<file path="src/rtl/msg_uplink_tx_pkg.sv">
// Shared types and defaults for the slave-channel uplink transmitter.
package msg_uplink_tx_pkg;

    localparam int         N_CH_DEFAULT      = 5;
    localparam logic [7:0] SYNC_BYTE_DEFAULT = 8'hAA;

    typedef enum logic [2:0] {
        IDLE,
        SEL,
        HDR_SYNC,
        HDR_CH,
        HDR_LEN,
        PL_LOAD,
        PL_SEND,
        CSUM
    } state_t;

    // Channel index width; a single-channel build still carries a 1-bit index.
    function automatic int idx_w(input int n);
        return (n > 1) ? $clog2(n) : 1;
    endfunction

endpackage

</file>
<file path="src/rtl/msg_uplink_tx_rr_arbiter.sv">
// Combinational round-robin picker: first requester at or above ptr, wrapping at N_CH.
module msg_uplink_tx_rr_arbiter
    import msg_uplink_tx_pkg::*;
#(
    parameter int N_CH = N_CH_DEFAULT,
    localparam int IW  = idx_w(N_CH)
) (
    input  logic [N_CH-1:0] req,
    input  logic [IW-1:0]   ptr,
    output logic [N_CH-1:0] gnt,
    output logic [IW-1:0]   idx,
    output logic            any
);

    always_comb begin
        int c;
        gnt = '0;
        idx = '0;
        any = 1'b0;
        c   = 0;
        for (int k = 0; k < N_CH; k++) begin
            c = (int'(ptr) + k) % N_CH;
            if (!any && req[c]) begin
                any    = 1'b1;
                gnt[c] = 1'b1;
                idx    = IW'(c);
            end
        end
    end

endmodule

</file>
<file path="src/rtl/msg_uplink_tx.sv">
// Collects messages from N_CH show-ahead slave channels and serialises each as
// SYNC, ch, LEN, payload, CSUM toward the host link byte port.
module msg_uplink_tx
    import msg_uplink_tx_pkg::*;
#(
    parameter int         N_CH      = N_CH_DEFAULT,
    parameter logic [7:0] SYNC_BYTE = SYNC_BYTE_DEFAULT
) (
    input  logic              sys_clk,
    input  logic              n_rst,
    input  logic [N_CH-1:0]   have_msg_bus,
    input  logic [8*N_CH-1:0] len_bus,
    input  logic [8*N_CH-1:0] slave_data_bus,
    output logic [N_CH-1:0]   rdreq_bus,
    output logic [7:0]        tx_data,
    output logic              tx_valid,
    input  logic              tx_ready,
    output logic              busy,
    output logic              err_underrun
);

    localparam int IW = idx_w(N_CH);

    logic [7:0]      len_a  [N_CH];
    logic [7:0]      data_a [N_CH];
    logic [N_CH-1:0] elig;

    for (genvar i = 0; i < N_CH; i++) begin : g_slice
        assign len_a[i]  = len_bus[8*i +: 8];
        assign data_a[i] = slave_data_bus[8*i +: 8];
        assign elig[i]   = have_msg_bus[i] && (len_bus[8*i +: 8] != 8'd0);
    end

    state_t          state;
    logic [IW-1:0]   ch;
    logic [IW-1:0]   ptr;
    logic [N_CH-1:0] ch_oh;
    logic [7:0]      remaining;
    logic [7:0]      csum;

    logic [N_CH-1:0] gnt;
    logic [IW-1:0]   gnt_idx;
    logic            gnt_any;

    msg_uplink_tx_rr_arbiter #(.N_CH(N_CH)) u_arb (
        .req (elig),
        .ptr (ptr),
        .gnt (gnt),
        .idx (gnt_idx),
        .any (gnt_any)
    );

    logic       accept;
    logic       ch_has;
    logic [7:0] ch_byte;
    logic [7:0] pl_byte;

    assign accept  = tx_valid && tx_ready;
    assign ch_has  = have_msg_bus[ch];
    assign ch_byte = 8'(ch);
    // An emptied channel is padded with zeros so the committed LEN still holds.
    assign pl_byte = ch_has ? data_a[ch] : 8'h00;

    // Pop coincides with the capture edge; PL_LOAD never overlaps a pending byte.
    assign rdreq_bus = (state == PL_LOAD && ch_has) ? ch_oh : '0;

    always_ff @(posedge sys_clk or negedge n_rst) begin
        if (!n_rst) begin
            state        <= IDLE;
            ch           <= '0;
            ch_oh        <= '0;
            ptr          <= '0;
            remaining    <= '0;
            csum         <= '0;
            tx_data      <= '0;
            tx_valid     <= 1'b0;
            busy         <= 1'b0;
            err_underrun <= 1'b0;
        end else begin
            case (state)
                IDLE: if (|elig) begin
                    state <= SEL;
                    busy  <= 1'b1;
                end
                SEL: if (gnt_any) begin
                    ch        <= gnt_idx;
                    ch_oh     <= gnt;
                    remaining <= len_a[gnt_idx];
                    csum      <= '0;
                    ptr       <= (gnt_idx == IW'(N_CH-1)) ? '0 : gnt_idx + 1'b1;
                    tx_data   <= SYNC_BYTE;
                    tx_valid  <= 1'b1;
                    state     <= HDR_SYNC;
                end else begin
                    busy  <= 1'b0;
                    state <= IDLE;
                end
                HDR_SYNC: if (accept) begin
                    tx_data <= ch_byte;
                    csum    <= csum + ch_byte;
                    state   <= HDR_CH;
                end
                HDR_CH: if (accept) begin
                    tx_data <= remaining;
                    csum    <= csum + remaining;
                    state   <= HDR_LEN;
                end
                HDR_LEN: if (accept) begin
                    tx_valid <= 1'b0;
                    state    <= PL_LOAD;
                end
                PL_LOAD: begin
                    tx_data  <= pl_byte;
                    csum     <= csum + pl_byte;
                    tx_valid <= 1'b1;
                    if (!ch_has) err_underrun <= 1'b1;
                    state    <= PL_SEND;
                end
                PL_SEND: if (accept) begin
                    remaining <= remaining - 8'd1;
                    if (remaining == 8'd1) begin
                        tx_data <= csum;
                        state   <= CSUM;
                    end else begin
                        tx_valid <= 1'b0;
                        state    <= PL_LOAD;
                    end
                end
                CSUM: if (accept) begin
                    tx_valid <= 1'b0;
                    busy     <= 1'b0;
                    state    <= IDLE;
                end
                default: state <= IDLE;
            endcase
        end
    end

endmodule

</file>
<file path="config.mk">
export PLATFORM = sky130hd
export DESIGN_NAME = msg_uplink_tx
export DESIGN_NICKNAME = d
export VERILOG_FILES = /design/src/rtl/msg_uplink_tx_pkg.sv /design/src/rtl/msg_uplink_tx_rr_arbiter.sv /design/src/rtl/msg_uplink_tx.sv
export SDC_FILE = /design/constraint.sdc
export NUM_CORES = 1
export LEC_CHECK = 0
export BUFFER_PORTS_ARGS = -buffer_cell sky130_fd_sc_hd__buf_4
export CORE_ASPECT_RATIO = 1.2
export CORE_MARGIN = 5
export CORE_UTILIZATION = 40
export CTS_BUF_LIST = sky130_fd_sc_hd__clkbuf_8
export DETAILED_ROUTE_END_ITERATION = 6
export HOLD_SLACK_MARGIN = 0.1
export PLACE_DENSITY = 0.68
export SLEW_MARGIN = 10
export SYNTH_ARGS = -nofsm -noshare
export SYNTH_HDL_FRONTEND = slang
export SYNTH_SLANG_ARGS = --single-unit
</file>
<file path="constraint.sdc">
create_clock -name sys_clk -period 10.64 [get_ports sys_clk]
set_input_delay 2.128 -clock sys_clk [delete_from_list [all_inputs] [get_ports sys_clk]]
set_output_delay 2.128 -clock sys_clk [all_outputs]
set_load 0.05 [all_outputs]
</file>
After elaboration in Yosys (flattened, before gate mapping):

Index checks and enable logic that the tools add are counted.

* add/sub/neg operators: 9
* divide/modulo/power cells: 5
* order comparisons: 13
* equality and inequality tests: 20
* muxes and demuxes: 81
* bitwise gates (word level): 7
* reductions and logical operators: 41

Operator list (count)
* >= comparator 32 x 1 -> 1 bit (second input constant): 5
* < comparator 32 x 5 -> 1 bit (second input constant): 5
* remainder unit 32 x 4 -> 32 bit (second input constant): 4
* 2-to-1 mux 8 bit: 15
* binary-select mux 8 bit (select 3 bit): 2
* one-hot mux 8 bit (5 select lines): 1
* nonzero test 8 bit: 5
* 2-to-1 mux 3 bit: 12
* remainder unit 4 x 4 -> 32 bit (second input constant): 1
* one-hot mux 8 bit (4 select lines): 1
* 2-to-1 mux 5 bit: 6
* 2-to-1 mux 1 bit: 27
* one-hot mux 3 bit (8 select lines): 1
* inequality test 2 bit (second input constant): 10
* bitwise OR 5 bit: 4
* binary-select mux 1 bit (select 3 bit): 6
* adder 8 bit: 2
* logical AND 1 bit: 16
* one-hot mux 8 bit (2 select lines): 1
* demux 1 bit (select 3 bit): 5
* == test 3 bit (second input constant): 5
* AND reduction 6 bit: 2
* adder 3 x 2 -> 4 bit (second input constant): 2
* adder 8 x 3 -> 8 bit: 1
* other kinds (27): 37

* flip-flop bits (word level): 41
* input port bits: 88
* output and inout bits: 16
* logic and storage cells: 186

Depth between registers and ports, before layout:

* depth in word-level cells: 24
* gate-level depth with buffers: 26
* gate-level depth less buffers: 21

Modules after synthesis:

A second synthesis with hierarchy kept.

* cell total of the unflattened synthesis: 708
* area, all modules: 5592.9 um2

By module, submodules not included
* msg_uplink_tx: times used 1, cells an instance 374, area each 3309.4 um2, seq. area each 1026.0 um2
* msg_uplink_tx_rr_arbiter: times used 1, cells an instance 334, area each 2283.4 um2, seq. area each 0.0 um2

Least setup slack after synthesis:

No wires, ideal clock.

* path type: input to output
* start: input port have_msg_bus[3]
* end: output port rdreq_bus[0]
* data arrival time: 3.437 ns
* data required time: 8.512 ns
* path slack: 5.075 ns
* cell stages on the path: 5
* path buffers: 1
* cells stage by stage: mux4_2 -> a22oi_1 -> nor2_1 -> clkbuf_1 -> and2_1

* word-level cells in the longest chain between the ends: 4

Ends and longest elaborated chain
* start, declared: RTL line msg_uplink_tx.sv:11 `input logic [N_CH-1:0] have_msg_bus,`
* binary-select mux 1 bit (select 3 bit): RTL line msg_uplink_tx.sv:59 `assign ch_has = have_msg_bus[ch];`
* 2-to-1 mux 1 bit (not written as such): RTL line msg_uplink_tx.sv:59
* logical AND 1 bit: RTL line msg_uplink_tx.sv:65 `assign rdreq_bus = (state == PL_LOAD && ch_has) ? ch_oh : '0;`
* 2-to-1 mux 5 bit: RTL line msg_uplink_tx.sv:65
* end, declared: RTL line msg_uplink_tx.sv:14 `output logic [N_CH-1:0] rdreq_bus,`

No other way between the ends. The select of a mux whose other input is x is not followed.

Final worst setup path:

* start: register ptr[1]
* end: register ptr[2]

* word-level cells in the longest chain between the ends: 19
* elaborated cells between the ends (all ways): 46
* classes of those cells: add/sub: 5; div: 5; eq/ne: 1; mux: 26; reduce/logical: 9

Ends and longest elaborated chain
* start, declared: RTL line msg_uplink_tx.sv:36 `logic [IW-1:0] ptr;`
* start signal, assigned: RTL line msg_uplink_tx.sv:90 `ptr <= (gnt_idx == IW'(N_CH-1)) ? '0 : gnt_idx + 1'b1;`
* parallel branches: the longest is 16 deep, another holds remainder unit 32 x 4 -> 32 bit
* 2-to-1 mux 3 bit *: RTL line msg_uplink_tx_rr_arbiter.sv:23 `if (!any && req[c]) begin`
* via gnt_idx[1]: RTL line msg_uplink_tx.sv:42 `logic [IW-1:0] gnt_idx;`
* adder 3 x 1 -> 3 bit / == test 3 bit (equally long branches): RTL line msg_uplink_tx.sv:90
* 2-to-1 mux 3 bit *: RTL line msg_uplink_tx.sv:90

Mark *: on every way through the listed nets, which the timed path passes. The select of a mux whose other input is x is not followed.
A chain may end at the register's enable or synchronous reset.

==> flow_summary_export.csv <==
group,metric,value,unit
detailed_routing,ant_nets,0,
synthesis,yosysTopAreaCell,"dfrtp_1",
sta,slew_violations,0,
clock_tree,cts_sinks,41,
global_routing,grt_pass1_wl,29.4,mm
sta,post-route-min-period,7070,ps
cells_and_area,syn_to_final_growth,17.3,%
sta,max_slew_margin,0.263,
sta,worst_slack,3570,ps
global_routing,grt_pass1_vias,5704,
critical_path,crit_start,"ptr[1]",
critical_path,worstSetupStartpointType,"register",
place,gp_congestion,0.974,
synthesis,ys_seq_area_frac,0.188,
synthesis,synthTopCellsByArea,"dfrtp_1, ha_1, mux2i_1, a21oi_1, nand2_1",
clock_tree,hold_buffers,0,
place,port_buffers,103,
die,floorplan.die_area,0.0161,mm2
clock_tree,clock-root-buffer,"clkbuf_8",
cells_and_area,design_area,0.00641,mm2
sta,rsz0062_at_grt,"false",
global_routing,antenna_found_initial,0,
clock_tree,postCtsSetupRepairBufs,0,
critical_path,cp-end-kind,"register",
sta,hold_viol,0,
detailed_routing,first_pass_iters,5,
detailed_routing,first_iter_violations,491,
worst_hold_path,hp-class,"reg2reg",
synthesis,async_flop_share,1.00,
synthesis,synth_top_area_frac,0.188,
detailed_routing,wl_per_cell,20.3,um
sta,clock-skew-final,17.3,ps
detailed_routing,drt_wl_total,18.6,mm
clock_tree,ctsResizeCount,0,
critical_path,required,10860,ps
critical_path,r2r_start,"ptr[1]",
cells_and_area,antenna_cells,0,
cells_and_area,fillers,1347,
run,cap_violations,0,
place,postPlaceCellArea,0.00632,mm2
global_routing,grt_use_total,0.222,
synthesis,synth_commonest_cells,"nand2_1, a21oi_1, dfrtp_1, nor2_1, ha_1",
cells_and_area,nets,871,
detailed_routing,vias,5772,
synthesis,ys_warn_count,0,
global_routing,overflow,0,
die,top_level_ports,104,
sta,min_period_over_period,0.664,
synthesis,synth_flop_cell,"dfrtp_1",
die,rows,46,
worst_hold_path,whs_path_depth,1,
cells_and_area,multi_input_area,0.00413,mm2
die,die_height,138,um
synthesis,yosysMostFrequentCell,"nand2_1",
clock_tree,cts_buffer_depth,2,
critical_path,worstRegToRegCells,19,
detailed_routing,route.detailed.drc,0,
clock_tree,cts_buffers,5,
clock_tree,htreeDepth,2,
critical_path,crit_path_max_fanout,18,
synthesis,synth_fp_nets,787,
die,coreArea,0.0133,mm2
cells_and_area,drive_gt1_frac,0.216,
worst_hold_path,min_from,"err_underrun",
critical_path,critPathKind,"reg2reg",
cells_and_area,regArea,0.00103,mm2
clock_tree,insertion_delay,320,ps
critical_path,cp.arrival,7290,ps
place,dp_hpwl,14.7,mm
synthesis,netlist_area,0.00546,mm2
synthesis,syn_area_per_cell,8.28,um2
detailed_routing,via_per_inst,6.32,
synthesis,netlist_instances,660,
sta,setup_viol,0,
place,dpl_worst_slack,3740,ps
sta,tightestPinTransition,1100,ps
status,status,"finished, final reports clean",
clock_tree,path_clk_slew,100,ps
die,die_width,117,um
synthesis,ys_seq_elements,41,
synthesis,synth_edf_count,0,
clock_tree,cts_tree,"built",
die,initial_utilization,0.411,
sta,fmax,141,MHz
sta,fin_tns_setup,0,ps
synthesis,synth_cell_types,95,
global_routing,grt_max_degree,42,
==> sequential cells by signal, summed over array words and instances, names as in the netlist, 3 cells and up <==
name       cells
csum           8
ch_oh          5
ptr            3
tx_data        8
state          3
remaining      8
ch             3
==> kinds of logic (layout without fill, tap and decap cells) <==
group           Yosys count  count (layout)  synth area share
compound gates          233             233             0.317
simple gates            216             216             0.210
buf+inv                  69             154            0.0563
mux                      45              45             0.109
flops                    41              41             0.188
fa+ha+maj                39              39            0.0907
xor+xnor                 17              17            0.0286
==> per-layer routing <==
layer / global-route usage / vias to the layer above / routed length [um]
met4: 0.0797 / 0 / 543
met3: 0.0266 / 47 / 1160
li1: - / 2715 / -
met2: 0.407 / 242 / 9810
met1: 0.258 / 2768 / 7040
met5: 0 / - / 0
==> worst paths after layout <==
kind,to,slack (ps)
setup / recovery,ptr[2],3570
hold / removal,err_underrun,480
max in group asynchronous,csum[4],8470
min in group asynchronous,csum[2],1790
hold reg to reg,err_underrun,480
setup reg to reg,ptr[2],3570
==> final cells by class <==
| class | instances | area share |
|---|---|---|
| multi-input cells | 550 | 0.644 |
| flip-flops and latches | 41 | 0.160 |
| repair buffers | 108 | 0.126 |
| well taps | 168 | 0.0328 |
| inverters | 38 | 0.0223 |
| clock buffers | 5 | 0.0107 |
| clock inverters | 3 | 0.00351 |
==> per-stage QoR <==
step / util / std cells / hold slack, ps
after floorplan: - / 660 / 462
after global placement: 0.475 / 905 / 458
after CTS: 0.482 / 913 / 485
after global routing: 0.482 / 913 / 500
after detailed placement: 0.475 / 905 / 466
final: 0.482 / 913 / 484
==> worst max-delay path, cell delays in order, from the launching register on <==
cell and delay, ps:
dfrtp_1 790, clkinv_1 540, ha_1 770, inv_1 200, ha_1 280, nor3_2 280, o21a_1 170, or2_2 160
ha_1 280, nor2b_1 250, a2bb2oi_4 250, mux2i_4 330, mux2i_1 410, o221a_4 310, o221a_1 480, or2_1 630
inv_1 100, ha_1 210, or3_1 340, a31oi_1 170
==> cell usage in the layout (no fill, tap or decap), drive strengths merged, types with 8 or more instances in the layout <==
cell type and n:
nand3 21, mux2 10, a21oi 45, nor4 14
a211oi 13, inv 36, buf 108, a22oi 8
mux2i 26, o21a 11, o221ai 8, xnor2 13
nand2b 9, ha 38, nor2 41, mux4 9
dfrtp 41, o21ai 37, a211o 10, and2 9
a22o 15, nor3b 8, nand2 57, nor3 13
Power is not shown: default switching activity piles up to over one toggle a cycle in this logic, so the estimate is an artifact.
